### config.mk
export PLATFORM = sky130hd
export DESIGN_NAME = counter
export DESIGN_NICKNAME = d
export VERILOG_FILES = /design/src/rtl/counter.sv
export SDC_FILE = /design/constraint.sdc
export NUM_CORES = 1
export LEC_CHECK = 0
export ABC_AREA = 1
export CELL_PAD_IN_SITES_DETAIL_PLACEMENT = 2
export CELL_PAD_IN_SITES_GLOBAL_PLACEMENT = 2
export CORE_UTILIZATION = 17
export CTS_CLUSTER_DIAMETER = 150
export DETAILED_ROUTE_END_ITERATION = 7
export HOLD_SLACK_MARGIN = 0.02
export PLACE_DENSITY_LB_ADDON = 0.1
export SETUP_SLACK_MARGIN = 0.02
export SYNTH_ARGS = -nofsm -noshare
export SYNTH_HDL_FRONTEND = slang
export SYNTH_SLANG_ARGS = --single-unit
### constraint.sdc
create_clock -name clk -period 1.1 [get_ports clk]
set_input_delay 0.165 -clock clk [delete_from_list [all_inputs] [get_ports clk]]
set_output_delay 0.165 -clock clk [all_outputs]
set_load 0.01 [all_outputs]
### src/rtl/counter.sv
// counter: synchronous up/down modulo counter with clock enable, parallel
// load (clamped to MODULUS-1) and a combinational terminal-count flag.
// Count range is 0..MODULUS-1; the default build wraps at both ends.
// Optional build macro COUNTER_SATURATE_EN: the count holds at the limit in
// the current direction instead of wrapping.
module counter #(
  parameter int WIDTH   = 4,
  parameter int MODULUS = 16
) (
  input  logic             clk,
  input  logic             reset,
  input  logic             enable,
  input  logic             up_dn,
  input  logic             load,
  input  logic [WIDTH-1:0] load_value,
  output logic [WIDTH-1:0] count,
  output logic             tc
);

  // Reject configurations whose range cannot be represented in WIDTH bits.
  generate
    if ((MODULUS < 2) || (MODULUS > (2 ** WIDTH))) begin : g_bad_modulus
      $error("counter: MODULUS must lie in 2..2**WIDTH");
    end
  endgenerate

  localparam logic [WIDTH-1:0] MAX_VAL  = WIDTH'(MODULUS - 1);
  localparam logic [WIDTH-1:0] ZERO_VAL = WIDTH'(0);
  localparam logic [WIDTH-1:0] ONE_VAL  = WIDTH'(1);
  // One extra bit so that MODULUS == 2**WIDTH is representable; in that case
  // no load value can be out of range and the clamp never fires.
  localparam logic [WIDTH:0]   MOD_EXT  = (WIDTH + 1)'(MODULUS);

  logic [WIDTH-1:0] count_q;
  logic [WIDTH-1:0] count_d;
  logic [WIDTH-1:0] load_clamped_s;
  logic             at_max_s;
  logic             at_min_s;
  logic             tc_s;

  // Decode the limits and clamp an out-of-range load value to the top of range.
  always_comb begin
    at_max_s = (count_q == MAX_VAL);
    at_min_s = (count_q == ZERO_VAL);
    if ({1'b0, load_value} >= MOD_EXT) begin
      load_clamped_s = MAX_VAL;
    end else begin
      load_clamped_s = load_value;
    end
  end

  // Next-count selection: load beats a step; reset is applied in the flop.
  always_comb begin
    count_d = count_q;
    if (load) begin
      count_d = load_clamped_s;
    end else if (enable) begin
      if (up_dn) begin
        if (at_max_s) begin
`ifdef COUNTER_SATURATE_EN
          count_d = MAX_VAL;
`else
          count_d = ZERO_VAL;
`endif
        end else begin
          count_d = count_q + ONE_VAL;
        end
      end else begin
        if (at_min_s) begin
`ifdef COUNTER_SATURATE_EN
          count_d = ZERO_VAL;
`else
          count_d = MAX_VAL;
`endif
        end else begin
          count_d = count_q - ONE_VAL;
        end
      end
    end else begin
      count_d = count_q;
    end
  end

  // Count register with synchronous active-low reset taking top priority.
  always_ff @(posedge clk) begin
    if (!reset) begin
      count_q <= ZERO_VAL;
    end else begin
      count_q <= count_d;
    end
  end

  // Terminal count: high in the cycle whose edge would wrap (or, when
  // saturating, while the count sits at the limit and is being pushed into it).
  always_comb begin
    tc_s = 1'b0;
    if (enable && reset && !load) begin
      if (up_dn) begin
        tc_s = at_max_s;
      end else begin
        tc_s = at_min_s;
      end
    end else begin
      tc_s = 1'b0;
    end
  end

  assign count = count_q;
  assign tc    = tc_s;

endmodule

# --- Word level (Yosys, flattened, before mapping) ---
# Cells that the tools add are included.
totals:
  register_bits: 4
  inputBits: 9
  output_inout_bits: 5
  word_cells: 16
op_classes:
  n_addsub: 2
  eq_ne: 1
  muxes: 7
  n_reduce_logical: 5
op_table:
  columns: ["op", "n"]
  rows:
  - ["4-bit two-way mux", 5]
  - ["4-bit by 1-bit adder with 4-bit output, second input constant", 1]
  - ["4-bit equality test, second input constant", 1]
  - ["4-bit logical NOT", 1]
  - ["4-bit by 1-bit subtractor with 4-bit output, second input constant", 1]
  - ["1-bit logical AND", 2]
  - ["1-bit two-way mux", 2]
  - ["2-bit nonzero test", 1]
  - ["1-bit logical NOT", 1]

# --- Logic depth before layout (Yosys ltp) ---
depth:
  word_depth: 5
  ltp_mapped: 8

# --- Worst setup path after synthesis ---
# OpenSTA, ideal clock, no wires.
synth_timing:
  path_type: "reg2reg"
  from: "register count_q[0] (netlist: count[0])"
  to: "register count_q[3] (netlist: count[3])"
  setup_ps: 112
  arrival_time_ps: 1128
  t_required_ps: 988
  setup_slack_ps: -140
  path_stages_with_launch: 9
  path_buffers: 0
  synth_period_minus_slack_ps: 1240
  path_cell_list: "dfxtp_1 > inv_1 > ha_1 > a21oi_2 > nand2_1 > nand3_1 > nand2_1 > nand2_1 > nand2_1"
synth_between:
  elab_chain_cells: 5
  word_cells_on_any_way: 9
  classes_between: "add/sub: 2; eq/ne: 1; mux: 5; reduce/logical: 1"
synth_lines:
  columns: ["item", "line_no", "source"]
  rows:
  - ["from (decl)", "34", "logic [WIDTH-1:0] count_q;"]
  - ["from (signal assigned)", "89", "count_q <= count_d;"]
  - ["4-bit by 1-bit subtractor with 4-bit output (tied with other cells)", "76", "count_d = count_q - ONE_VAL;"]
  - ["4-bit two-way mux (on tied branches)", "69, 59", null]
  - ["4-bit two-way mux *", "58", "if (up_dn) begin"]
  - ["4-bit two-way mux *", "57", "end else if (enable) begin"]
  - ["4-bit two-way mux *", "55", "if (load) begin"]
# Mark *: on every way between the ends. The rest lies on a longest branch, timed or not. The select of a mux whose other input is x is not followed.
# A chain may end at the register's enable or synchronous reset.

# --- Worst setup path in the final report ---
layout_timing:
  from: "input enable"
  to: "output tc"
layout_between:
  elab_chain_cells: 3
layout_lines:
  columns: ["item", "line_no", "source"]
  rows:
  - ["from (decl)", "12", "input logic enable,"]
  - ["1-bit logical AND (2 in a row)", "97", "if (enable && reset && !load) begin"]
  - ["1-bit two-way mux", "97", null]
  - ["to (decl)", "17", "output logic tc"]
# No other way between the ends.

==> results <==
[logic make-up (layout without fill, tap and decap cells)]
logic type                 count (synthesis)  in the layout
adders and majority gates                  2              2
buffers and inverters                      9             50
AOI/OAI and AO/OA                          7              7
and+or+nand+nor                           33             33
xor gates and xnor gates                   1              1
DFF                                        4              4
[cell usage after synthesis]
cell type,number,area (um2)
nand4_1,4,25.02
ha_1,2,25.02
nand3_1,8,40.04
inv_2,1,3.750
dfxtp_1,4,80.08
a31oi_1,1,6.260
a21oi_1,2,10.01
nor2_1,2,7.510
a22oi_1,2,15.01
inv_1,8,30.03
xnor2_1,1,8.760
o21ai_0,1,5.000
a21oi_2,1,8.760
nand2_1,19,71.32
[worst max-delay path, cell delays in order]
cell and delay (ns):
clkdlybuf4s50_1 0.48, inv_1 0.07, nor2_2 0.15, nand2_1 0.11
a21oi_2 0.12, buf_2 0.14
[through the flow]
step / setup TNS (ns) / utilization / instance area [um2]
after detailed placement: -1.960 / 0.3628 / 646.9
after floorplan: 0 / - / 350.3
after global routing: -1.434 / 0.4540 / 809.5
after CTS: -0.8522 / 0.4330 / 772.0
after global placement: -1.949 / 0.3628 / 646.9
final: -1.095 / 0.4540 / 809.5
[routing by layer]
metal  vias to the layer above  wire length, um  track usage
met1                       263              821       0.2233
li1                        272                -            -
met5                         -                0            0
met4                         0               52      0.01765
met3                         4               41      0.07059
met2                        14             1049       0.3333
[power groups by stage]
stage / Combinational, W / Sequential, W / Clock [W]
4_1_cts: 0.000287 / 0.000178 / 0.000197
5_1_grt: 0.000351 / 0.000180 / 0.000212
2_1_floorplan: 0.0000841 / 0.000184 / 0
3_5_place_dp: 0.000243 / 0.000175 / 0
6_report: 0.000322 / 0.000179 / 0.000197
3_3_place_gp: 0.000238 / 0.000174 / 0
[worst max-delay path by stage]
stage	from	end	slack [ns]	cells past startpoint
global placement	up_dn	tc	-0.71	5
floorplan	count[1]	tc	0.03	4
CTS	count[1]	tc	-0.27	5
detailed placement	up_dn	tc	-0.70	5
finish	enable	tc	-0.32	6
global route	count[0]	tc	-0.36	5
[final cells by class]
cell class | count | area (um2) | share of cell area
timing repair buffer | 38 | 326.6 | 0.4034
sequential | 4 | 95.09 | 0.1175
inverter | 9 | 38.79 | 0.04791
tap | 25 | 31.28 | 0.03864
clock buffer | 3 | 22.52 | 0.02782
multi-input combinational | 43 | 295.3 | 0.3648
[what timing repair did]
item | CTS | global route
gates resized for setup | 42 | 6
setup endpoints to repair | 9 | 7
buffers inserted | 5 | 2
pin swaps | 8 | 2
==> flow_summary.toml <==
[global_route]
antenna_found_initial = 0
grt_usage = 0.1896
gr-total-overflow = 0
grt_max_degree = 6
grt_pass1_vias = 573
grt_first_pass_wirelength_um = 2691

[clocking]
cts_root_buffer = "clkbuf_4"
cts_tree = "yes"
htreeDepth = 1
clk_pin_slew_ns = 0.03
cts_sinks = 4
cts.path.max_buffers = 2
clock_latency_ns = 0.25
cts_hold_buf = 0
cts_buffers = 3

[timing]
finalCriticalPeriod_ns = 1.421
skew_ns = 0.01611
fin_ws_ns = -0.3210
fmax_mhz = 703.7
tightest_slew_ns = 0.2217
finalCritPeriodShare = 1.292
final-hold-violation-count = 0
slew_violations = 0
rsz0062_at_grt = "yes"
relSlewSlack = 0.8522
finalSetupViolCount = 7
hold_slack_ns = 0.5180

[floorplanning]
die_h_um = 46.50
start_util = 0.1888
core_mm2 = 0.001783
die_area_mm2 = 0.002162
die_w_um = 46.50
ioPinCount = 14
rows = 15

[yosys]
yosysSeqAreaShare = 0.2379
synthSimpleGateAreaFrac = 0.4275
ys_seq_elements = 4
synth_cells = 56
yosys.area_share.adder = 0.07435
synth_nets = 67
yosysUniqueCellTypes = 14
avgSynthCellArea_um2 = 6.010
synth_top_family_by_area = "simple AND/OR/NAND/NOR gates"
netlist_area_um2 = 336.6
synth_compound_area_frac = 0.1338
muxShareOfSynthArea = 0
synth-xor-area-share = 0.02602
ys.warnings.count = 0

[power]
seqPwrFrac = 0.257
p_sw_frac = 0.3441
comb_power_share = 0.462
finalPower_w = 0.0006981
internal-power_w = 0.0004579
p_clk_frac = 0.282
powerDensity_mw_per_mm2 = 862.4
switchingPower_w = 0.0002403
p_leak_nw = 0.3871
ir_drop_uv = 556.8

[finish]
fin_nets = 110
diodes = 0
n_fill_cell = 216
final_cell_mix = "buf_4 (19), nand2_1 (15), clkdlybuf4s50_1 (7), buf_6 (7), inv_1 (6)"
layout_commonest_cell = "buf_4"
fin_cells = 122
largest_register_ffs = 4
areaGrowthSynthToFinish_pct = 140.5
drive_above_1_share = 0.5567

[place]
hpwl_um = 1165
portBuffers = 13
gp_congestion = 0.7022
placedCellCount = 112
dp_slack_ns = -0.6987

[route]
drt.antenna.violating_nets = 0
dr.pass1.iters = 2
vias = 553
drt_iter0_drc = 1
routed_via_density = 4.533
wirelength_um = 1964
drc = 0
wl_per_cell_um = 16.10

[job]
maxCapViolations = 0

[worst_setup_path]
arrival_ns = 1.26
cp-start-kind = "input port"
critPathMaxFanout = 2
path_class = "input port to primary output"
end_kind = "primary output"
r2r_end = "count[3]"
reg2reg_slack_ns = -0.27
r2r_start = "count[0]"
reg2reg_depth = 10
required_ns = 0.94

[hold_path]
hold-path-cell-count = 3
holdCritStartpoint = "load_value[1]"
min_to = "count[1]"
hp-class = "input port to flip-flop"

[status]
status = "complete, but fails checks"
violations = "setup timing"
Note: power is estimated with default switching activity, not from simulation.
